==> config.mk <==
export PLATFORM = sky130hd
export DESIGN_NAME = alu_share_arbiter
export DESIGN_NICKNAME = d
export VERILOG_FILES = /design/src/rtl/alu_share_arbiter.sv
export SDC_FILE = /design/constraint.sdc
export NUM_CORES = 1
export LEC_CHECK = 0
export BUFFER_PORTS_ARGS = -buffer_cell sky130_fd_sc_hd__buf_2
export CORE_AREA = 2 2 107 109
export CTS_CLUSTER_SIZE = 20
export DETAILED_ROUTE_END_ITERATION = 6
export DIE_AREA = 0 0 109 111
export GPL_TIMING_DRIVEN = 0
export HOLD_SLACK_MARGIN = 0.12
export PLACE_DENSITY = 0.66
export SLEW_MARGIN = 40
export SYNTH_ARGS = -nofsm -noshare
export SYNTH_HDL_FRONTEND = slang
export SYNTH_SLANG_ARGS = --single-unit
==> constraint.sdc <==
create_clock -name i_clk -period 4.5 [get_ports i_clk]
set_input_delay 0.45 -clock i_clk [delete_from_list [all_inputs] [get_ports i_clk]]
set_output_delay 0.45 -clock i_clk [all_outputs]
set_load 0.02 [all_outputs]
==> src/rtl/alu_share_arbiter.sv <==
// alu_share_arbiter: lets two requesters share one combinational ALU.
// Each cycle the arbiter picks a requester, steers its op onto the ALU and
// captures the ALU result/zero flag into a one-entry tagged response register.
module alu_share_arbiter #(
  parameter int unsigned XLEN    = 32,
  parameter int unsigned OPSEL_W = 4,
  parameter int unsigned RR_EN   = 1
) (
  input  logic               i_clk,
  input  logic               i_rst,
  input  logic               i_req0_valid,
  output logic               o_req0_ready,
  input  logic [OPSEL_W-1:0] i_req0_opsel,
  input  logic [XLEN-1:0]    i_req0_op1,
  input  logic [XLEN-1:0]    i_req0_op2,
  input  logic               i_req1_valid,
  output logic               o_req1_ready,
  input  logic [OPSEL_W-1:0] i_req1_opsel,
  input  logic [XLEN-1:0]    i_req1_op1,
  input  logic [XLEN-1:0]    i_req1_op2,
  output logic [OPSEL_W-1:0] o_alu_opsel,
  output logic [XLEN-1:0]    o_alu_op1,
  output logic [XLEN-1:0]    o_alu_op2,
  input  logic [XLEN-1:0]    i_alu_result,
  input  logic               i_alu_zero,
  output logic               o_rsp_valid,
  input  logic               i_rsp_ready,
  output logic               o_rsp_id,
  output logic [XLEN-1:0]    o_rsp_result,
  output logic               o_rsp_zero
);

  localparam logic [0:0] ST_ARB  = 1'b0;
  localparam logic [0:0] ST_HOLD = 1'b1;

  logic [0:0]      state_q;
  logic [0:0]      state_d;
  logic            held_id_q;
  logic            held_id_d;
  logic            last_grant_q;
  logic            grant_id_c;
  logic            grant_vld_c;
  logic            space_c;
  logic            accept_c;

  logic            rsp_valid_q;
  logic            rsp_id_q;
  logic [XLEN-1:0] rsp_result_q;
  logic            rsp_zero_q;

  // Arbitration, next state and requester readies.
  always_comb begin
    state_d     = state_q;
    held_id_d   = held_id_q;
    grant_id_c  = 1'b0;
    grant_vld_c = 1'b0;
    // The response slot frees up in the same cycle it is drained.
    space_c     = !rsp_valid_q || i_rsp_ready;
    case (state_q)
      ST_ARB: begin
        grant_vld_c = i_req0_valid || i_req1_valid;
        if (i_req0_valid && i_req1_valid) begin
          grant_id_c = (RR_EN != 0) ? !last_grant_q : 1'b0;
        end else begin
          grant_id_c = i_req1_valid;
        end
        // Stalled winner keeps its grant so the other side cannot overtake it.
        if (grant_vld_c && !space_c) begin
          state_d   = ST_HOLD;
          held_id_d = grant_id_c;
        end
      end
      ST_HOLD: begin
        grant_id_c  = held_id_q;
        grant_vld_c = held_id_q ? i_req1_valid : i_req0_valid;
        if (grant_vld_c && space_c) begin
          state_d = ST_ARB;
        end
      end
      default: begin
        state_d = ST_ARB;
      end
    endcase
    accept_c     = grant_vld_c && space_c && !i_rst;
    o_req0_ready = accept_c && !grant_id_c;
    o_req1_ready = accept_c && grant_id_c;
  end

  // Steer the granted op to the ALU; idle drives the ALU's default op.
  always_comb begin
    o_alu_opsel = {OPSEL_W{1'b1}};
    o_alu_op1   = '0;
    o_alu_op2   = '0;
    if (grant_vld_c) begin
      if (grant_id_c) begin
        o_alu_opsel = i_req1_opsel;
        o_alu_op1   = i_req1_op1;
        o_alu_op2   = i_req1_op2;
      end else begin
        o_alu_opsel = i_req0_opsel;
        o_alu_op1   = i_req0_op1;
        o_alu_op2   = i_req0_op2;
      end
    end
  end

  // Arbiter state register.
  always_ff @(posedge i_clk or posedge i_rst) begin
    if (i_rst) begin
      state_q <= ST_ARB;
    end else begin
      state_q <= state_d;
    end
  end

  // Held grant and round-robin history; reset leaves req0 as next winner.
  always_ff @(posedge i_clk or posedge i_rst) begin
    if (i_rst) begin
      held_id_q    <= 1'b0;
      last_grant_q <= 1'b1;
    end else begin
      held_id_q <= held_id_d;
      if (accept_c) begin
        last_grant_q <= grant_id_c;
      end
    end
  end

  // One-entry response register; contents hold while full and not taken.
  always_ff @(posedge i_clk or posedge i_rst) begin
    if (i_rst) begin
      rsp_valid_q  <= 1'b0;
      rsp_id_q     <= 1'b0;
      rsp_result_q <= '0;
      rsp_zero_q   <= 1'b0;
    end else if (accept_c) begin
      rsp_valid_q  <= 1'b1;
      rsp_id_q     <= grant_id_c;
      rsp_result_q <= i_alu_result;
      rsp_zero_q   <= i_alu_zero;
    end else if (i_rsp_ready) begin
      rsp_valid_q <= 1'b0;
    end
  end

  assign o_rsp_valid  = rsp_valid_q;
  assign o_rsp_id     = rsp_id_q;
  assign o_rsp_result = rsp_result_q;
  assign o_rsp_zero   = rsp_zero_q;

endmodule

After elaboration in Yosys (flattened, before gate mapping). Cells that the tools add are included.

Input bits: 174. Bits in registers: 38. Word-level logic and storage cells: 39. Output and inout bits: 105.

Reductions and logical operators: 16. Bitwise gates (word level): 1. Multiplexer cells: 15.

Operator list (count): 32-bit two-way mux (4); 4-bit two-way mux (2); 1-bit logical AND (7); 1-bit two-way mux (6); 1-bit case mux with 2 select lines (3); 1-bit zero test (5); 1-bit logical OR (2); 2-bit AND reduction (1); 2-bit nonzero test (1); 1-bit inverter (1).

Depth between registers and ports, before layout. Gate-level depths: netlist of run 1.

Depth after elaboration: 6. Gate-level depth with buffers: 7. Depth with buffers taken out: 4.

Least setup slack after synthesis of run 1. No wires, ideal clock.

Path type: input -> output. Start: input i_rst. End: output o_req0_ready. Buffers on the path: 1. Data arrival time: 2.322 ns. Stages on the path: 4. Slack: 1.728 ns. Path through: inv_1 -> o2111ai_4 -> buf_6 -> nor2_1.

Word-level cells in the longest chain between the ends: 3.

RTL lines: start, declared (line 10) `input logic i_rst,`; 1-bit zero test (no line); 1-bit logical AND (line 84) `accept_c = grant_vld_c && space_c && !i_rst;`; 1-bit logical AND (line 85) `o_req0_ready = accept_c && !grant_id_c;`; end, declared (line 12) `output logic o_req0_ready,`.

No other way between the ends.

Worst setup path in the final report of run 1.
Start: register last_grant_q. End: output o_alu_op1[20].

Word-level cells in the longest chain between the ends: 5.

RTL lines: start, declared (line 40) `logic last_grant_q;`; start signal, assigned (line 124) `last_grant_q <= grant_id_c;`; 1-bit zero test (line 63) `grant_id_c = (RR_EN != 0) ? !last_grant_q : 1'b0;`; 1-bit two-way mux (line 62) `if (i_req0_valid && i_req1_valid) begin`; 1-bit case mux with 2 select lines (line 59) `case (state_q)`; 32-bit two-way mux (line 95) `if (grant_id_c) begin`; 32-bit two-way mux (line 94) `if (grant_vld_c) begin`; end, declared (line 22) `output logic [XLEN-1:0] o_alu_op1,`.

No other way between the ends.

==> results of run 1 <==
-- synth_stat cells (all sizes together), types with 2 or more instances --
cell type / instances / share of area
nor2: 5 / 0.0076
nor2b: 2 / 0.0051
a21oi: 66 / 0.13
clkbuf: 10 / 0.015
dfrtp: 37 / 0.37
nand3: 4 / 0.0081
mux2: 33 / 0.15
nand2: 138 / 0.21
buf: 15 / 0.038
o21ai: 4 / 0.0081
inv: 3 / 0.0046
-- state kept, by name (all words and copies together) (netlist names) --
register	count
o_rsp_result	32
held_id_q	1
last_grant_q	1
o_rsp_id	1
o_rsp_valid	1
o_rsp_zero	1
state_q	1
-- cells in the final DEF (no fill, tap or decap), drive strengths merged --
cell type	count
dfstp	1
o21ai	4
o21a	1
o2111ai	1
nand2b	1
or3b	1
dfrtp	37
clkinv	1
nor2b	2
a21boi	1
nand3	4
clkbuf	17
a22oi	1
inv	3
a32o	1
a22o	1
nor2	5
mux2	33
buf	293
a21oi	66
nand2	138
-- routing by layer --
metal / vias up / part of all wire
met5: - / 0
met4: 0 / 0.014
met1: 1393 / 0.41
li1: 1647 / -
met3: 12 / 0.11
met2: 175 / 0.47
-- cells by family after synthesis --
logic type,after synthesis,share of synthesized area
muxes,33,0.150
AOI/OAI and AO/OA,76,0.171
DFF,38,0.385
buffers and inverters,28,0.0577
and+or+nand+nor,151,0.236
-- power by group through the flow --
stage	sequential [mW]	combinational [mW]	clock (mW)
floorplan	0.666	0.808	0
global placement	0.530	1.52	0
detailed placement	0.534	1.52	0
CTS	0.532	1.52	0.363
global route	0.550	1.62	0.379
finish	0.531	1.51	0.353
-- layout make-up --
type | count | area [sq um] | share of cell area
Sequential cell | 38 | 952 | 0.227
Clock buffer | 7 | 143 | 0.0340
Timing Repair Buffer | 278 | 1390 | 0.332
Inverter | 3 | 13.8 | 0.00328
Clock inverter | 1 | 5.00 | 0.00119
Multi-Input combinational cell | 260 | 1380 | 0.329
Tap cell | 143 | 179 | 0.0427
Buffer | 25 | 131 | 0.0313
-- worst max-delay path: cells and delay by family (launching register included) --
family                 cells  cell delay, ns
AOI/OAI and AO/OA          2            0.63
buffers and inverters      3            0.83
DFF                        1            0.53
and+or+nand+nor            2            0.16
-- worst max path at each step --
| stage | from | to | slack (ns) |
|---|---|---|---|
| after floorplan | i_rst | o_req0_ready | 1.73 |
| after global placement | i_rst | o_req0_ready | 1.05 |
| after detailed placement | i_req1_valid | o_alu_op1[20] | 1.71 |
| after CTS | last_grant_q | o_alu_op1[20] | 1.53 |
| after global routing | last_grant_q | o_alu_op1[20] | 1.33 |
| final | last_grant_q | o_alu_op1[20] | 1.60 |
==> metrics.md, run 1 <==
| Metric | Value |
|---|---|
| Status | finished, final reports clean |
| Post-Syn Nets | 500 |
| Die area | 0.0121 sq mm |
| Worst path max stage delay | 0.53 ns |
| FF-to-FF End | o_rsp_result[2] |
| CTS buffer count | 5 |
| Antenna violations before repair | 0 |
| R2r setup slk | 2.67 ns |
| Synth Register Bits | 38 |
| Internal Pwr Total | about 1.2 mW |
| Cts repair resizes | 0 |
| Ys Warns | 0 |
| Synthesized area per cell | 7.58 sq um |
| GR Util All Layers | 0.171 |
| Tightest Pin Transition | 0.611 ns |
| Final wirelength | 11.0 mm |
| Die W | approximately 110 um |
| FF-to-FF Start | held_id_q |
| Drt first pass iters | 4 |
| Final RePlAce weighted congestion | about 0.82 |
| CTS clk-pin slew, worst paths | around 0.060 ns |
| Finished Layout Cells | about 760 |
| Dpl cell area | 0.00405 sq mm |
| Slowest CP cell | dfstp_2 |
| Met3 Use GR | 0.0470 |
| Largest net degree at the start of global routing | 40 |
| Post-layout min period | 2.90 ns |
| P_sw | 1.19 mW |
| Flop pwr share | 0.222 |
| Htree depth | 2 |
| Die H | approximately 110 um |
| Setup TNS | 0 ns |
| Switching share of power | 0.496 |
| Clk sink count | 38 |
| Post-Syn Area | ~0.0025 sq mm |
| EDFF count, synth | 0 |
| Cell variety after synth | 22 |
| Fin Hold WS | 0.205 ns |
| Placeable Area | 0.0111 sq mm |
| Layout cells sized above 1 | 0.542 |
| Fmax | about 0.35 GHz |
| Worst-path cell chain | nand2_1 -> a22oi_1 -> buf_2 -> buf_2 -> nand2_1 -> a21oi_1 -> buf_2 |
| First-pass GRT wire length | between 15 and 20 mm |
| Global route overflow | 0 |
| Hold crit path type | in -> async |
| Leak | ~2.3 nW |
| RSZ-0062 raised after global routing | false |
| Initial DRC Count | 258 |
| Total power | ~2.4 mW |
| GR Util met1 | 0.213 |
| Max Clock Skew | about 0.0026 ns |
| Slew headroom | 0.593 |
| Cts hold-fix bufs | 0 |
| CTS tree | yes |
| Placed Cells | 747 |
| Clk root buf | clkbuf_16 |
| GRT busiest layer | met2 |
| Worst setup slack after layout | 1.60 ns |
| Pre-CTS setup slack | 1.71 ns |
| Initial core utilization | 0.223 |
| Via count | about 3,200 |
| WP data arrival | 2.45 ns |
| Clk Latency, worst-skew pair | around 0.28 ns |
| Async set-reset flop share out of synthesis | 1.00 |
| Crit-path max FO | 10 |
| Sequential-to-total area share from yosys stat | 0.385 |
| Kind of critical path | reg -> out |
| Area Growth Syn to Fin | 69.6% |
| Detailed Place HPWL | 9.01 mm |
| # Max-Cap Violations | 0 |
| Most used cell, CP | buf_2 |
| Fillers | 1,174 |
| Antenna-violating nets left | 0 |
| Pwr per Cell Area | roughly 570 mW/mm^2 |
| Antenna Cells | 0 |
| Number of global-route vias before repair | between 3,000 and 4,000 |
| Final core occ | 0.379 |
| Startpoint Class | flop |
| Ys flop type | dfrtp_1 |
| Drt wl/cell | between 10 and 15 um |
| CP required | 4.05 ns |
| Io pins | between 200 and 300 |
| Post-CTS setup repair buffer count | 0 |
| VDD IR max | between 0.3 and 0.4 mV |
| Cell area after layout | 0.00419 sq mm |
| Fin nets | 785 |
| Vias per cell | 4.27 |
| Cells after synthesis | 326 |
| Met2 Resource Use GR | 0.290 |
| Row cnt | 39 |
| Clk buf depth | 2 |
| Final hold violations | 0 |
| Final setup violating endpoints | 0 |
| Fin crit share | 0.644 |
| Crit. End Element | output pin |
| Clock share of power | 0.148 |
| R2R cell count | 4 |
| IO buf count | around 280 |
| Max-slew violations | 0 |
| DRC errors left | 0 |
| Combinational share of power | 0.630 |
(Power assumes the default switching activity.)
==> run 2: changes to the inputs <==
--- a/config.mk
+++ b/config.mk
@@ -6,13 +6,13 @@
 export NUM_CORES = 1
 export LEC_CHECK = 0
 export BUFFER_PORTS_ARGS = -buffer_cell sky130_fd_sc_hd__buf_2
-export CORE_AREA = 2 2 107 109
+export CORE_AREA = 2 2 108 110
 export CTS_CLUSTER_SIZE = 20
 export DETAILED_ROUTE_END_ITERATION = 6
-export DIE_AREA = 0 0 109 111
+export DIE_AREA = 0 0 110 112
 export GPL_TIMING_DRIVEN = 0
 export HOLD_SLACK_MARGIN = 0.12
-export PLACE_DENSITY = 0.66
+export PLACE_DENSITY = 0.65
 export SLEW_MARGIN = 40
 export SYNTH_ARGS = -nofsm -noshare
 export SYNTH_HDL_FRONTEND = slang
==> constraint.sdc (replaced) <==
create_clock -name i_clk -period 2.7 [get_ports i_clk]
set_input_delay 0.27 -clock i_clk [delete_from_list [all_inputs] [get_ports i_clk]]
set_output_delay 0.27 -clock i_clk [all_outputs]
set_load 0.02 [all_outputs]
==> metrics.md, run 2 (same netlist as run 1, synthesis figures left out) <==
| Metric | Value |
|---|---|
| Status | finished, final reports clean (unchanged) |
| Final wirelength | 11.3 mm (was 11.0 mm) |
| Kind of critical path | reg -> out (unchanged) |
| Crit. End Element | output pin (unchanged) |
| Antenna-violating nets left | 0 (unchanged) |
| DR WL met3 | 1.13 mm (was 1.15 mm) |
| Io pins | 279 (unchanged) |
| IO buf count | 278 (unchanged) |
| Fin crit share | 0.922 |
| Finished Layout Cells | 755 (unchanged) |
| Global route overflow | 0 (unchanged) |
| Max-slew violations | 0 (unchanged) |
| Hold crit path type | in -> reg (was in -> async) |
| Antenna violations before repair | 0 (unchanged) |
| Vias per cell | 4.42 (was 4.27) |
| Placeable Area | 0.0112 sq mm (was 0.0111 sq mm) |
| Area occupied by multi-input gates | 0.00138 sq mm (about the same) |
| Antenna Cells | 0 (unchanged) |
| Drt wl/cell | 14.9 um (was 14.5 um) |
| Leak | 2.35 nW (was 2.34 nW) |
| Via count | 3,336 (was 3,227) |
| DRC errors left | 0 (unchanged) |
| Number of global-route vias before repair | 3,235 (was 3,068) |
| Commonest non-fill, non-tap cell in the layout | buf_2 (unchanged) |
| Clk Latency, worst-skew pair | 0.28 ns (about the same) |
| RSZ-0062 raised after global routing | false (unchanged) |
| Most used cell, CP | buf_2 (unchanged) |
| R2R cell count | 4 (unchanged) |
| Detailed Place HPWL | 9.28 mm (was 9.01 mm) |
| Met2 Routed Length | 5.35 mm (was 5.14 mm) |
| Clk root buf | clkbuf_16 (unchanged) |
| Initial DRC Count | 135 (was 258) |
| Slowest CP cell | or3b_1 (was dfstp_2) |
| CTS clk-pin slew, worst paths | 0.05 ns (was 0.06 ns) |
| Fmax | about 0.40 GHz |
| Crit-path max FO | 10 (unchanged) |
| Worst Setup SP | held_id_q (was last_grant_q) |
| Tightest Pin Transition | 0.515 ns (was 0.611 ns) |
| Clk sink count | 38 (unchanged) |
| Final setup violating endpoints | 0 (unchanged) |
| GR Util All Layers | 0.171 (about the same) |
| Layout cells sized above 1 | 0.544 (was 0.542) |
| Drt first pass iters | 4 (unchanged) |
| Most frequent cells in the layout | buf_2 (290), nand2_1 (138), a21oi_1 (66) (unchanged) |
| Register Area | 952 sq um (unchanged) |
| Area Growth Syn to Fin | 70.6% (was 69.6%) |
| Final RePlAce weighted congestion | 0.813 (was 0.815) |
| CTS buffer count | 5 (unchanged) |
| Largest register FFs | 32 (unchanged) |
| Post-layout min period | around 2.5 ns |
| Die area | 0.0123 sq mm (was 0.0121 sq mm) |
| WP data arrival | 2.22 ns (was 2.45 ns) |
| CP required | 2.43 ns (was 4.05 ns) |
| Fin nets | 787 (was 785) |
| Total power | 3.97 mW (was 2.39 mW) |
| Cell depth of the worst setup path | 6 (was 7) |
| Largest net degree at the start of global routing | 38 (was 40) |
| Fillers | 1,218 (was 1,174) |
| Final hold violations | 0 (unchanged) |
| VDD IR max | 0.459 mV (was 0.331 mV) |
| First-pass GRT wire length | 16.3 mm (was 15.9 mm) |
| Initial core utilization | 0.221 (was 0.223) |
| Die H | 112 um (was 111 um) |
| Crit-path leading delay family | buffers and inverters (unchanged) |
| Top sig layer | met4 (unchanged) |
| R2r setup slk | 0.83 ns (was 2.67 ns) |
| Slew headroom | 0.657 (was 0.593) |
| FF-to-FF Start | held_id_q (unchanged) |
| Pwr per Cell Area | 940 mW/mm^2 (was 570 mW/mm^2) |
| # Max-Cap Violations | 0 (unchanged) |
| Crit path to | o_alu_op2[26] (was o_alu_op1[20]) |
| Met1 wire length | 4.56 mm (was 4.50 mm) |
| Htree depth | 2 (unchanged) |
| Max Clock Skew | 0.00583 ns (was 0.00261 ns) |
| CTS tree | yes (unchanged) |
| Fin Hold WS | 0.206 ns (was 0.205 ns) |
| Row cnt | 39 (unchanged) |
| FF-to-FF End | o_rsp_result[29] (was o_rsp_result[2]) |
| Worst path max stage delay | 0.48 ns (was 0.53 ns) |
| Worst-path cell chain | or3b_1 -> o21ai_0 -> buf_2 -> buf_2 -> a21oi_1 -> buf_2 (was nand2_1 -> a22oi_1 -> buf_2 -> buf_2 -> nand2_1 -> a21oi_1 -> buf_2) |
| CP bufs+invs | 3 (unchanged) |
| Placed Cells | 747 (unchanged) |
| Startpoint Class | flop (unchanged) |
| Clk buf depth | 2 (unchanged) |
| Die W | 110 um (was 109 um) |
run 2: cell type report:
type | count | area share
Buffer | 25 | 0.0311
Clock buffer | 6 | 0.0329
Inverter | 3 | 0.00326
Multi-Input combinational cell | 260 | 0.328
Sequential cell | 38 | 0.226
Tap cell | 143 | 0.0424
Timing Repair Buffer | 280 | 0.337
run 2: per-stage QoR:
| stage | util | worst slack, ns | instance area [sq um] | setup TNS [ns] |
|---|---|---|---|---|
| 6_report | 0.378 | 0.211 | 4220 | 0 |
| 3_5_place_dp | 0.362 | 0.333 | 4050 | 0 |
| 4_1_cts | 0.377 | 0.0286 | 4210 | 0 |
| 5_1_grt | 0.378 | 0.0375 | 4220 | 0 |
| 2_1_floorplan | - | 0.288 | 2470 | 0 |
| 3_3_place_gp | 0.362 | -0.442 | 4040 | -3.72 |
run 2: how the worst min path moves through the flow:
stage,from,end,slack [ns],depth (start not counted)
after floorplan,i_rst,o_rsp_valid,0.38,1
after global placement,last_grant_q,last_grant_q,0.46,2
after detailed placement,i_rst,state_q,0.36,2
after CTS,i_alu_result[10],o_rsp_result[10],0.20,2
after global routing,i_alu_result[10],o_rsp_result[10],0.20,2
final,i_alu_result[10],o_rsp_result[10],0.21,2
run 2: power breakdown:
group | leakage [nW] | internal (mW) | switching, mW
sequential | 0.443 | 0.773 | 0.114
clock | 0.0688 | 0.357 | 0.211
combinational | 1.84 | 0.874 | 1.64
total | 2.35 | 2.00 | 1.96
run 2: layer usage:
metal,vias up,GRT usage
li1,1648,-
met1,1473,0.205
met2,196,0.296
met3,19,0.0416
met4,0,0.0523
met5,-,0
run 2: worst reg2reg max path, cell delays in order, from the launching register on:
cell       delay (ns)
dfrtp_1          0.46
or3b_1           0.48
o2111ai_4        0.25
buf_6            0.22
mux2_2           0.35
run 2: what timing repair did:
item                                   in CTS  in global routing
hold buffers                                2                  0
setup endpoints to repair                   0                 17
endpoints found under the hold margin      37                  0
resized for setup                           0                  1
buffers inserted                            0                  0
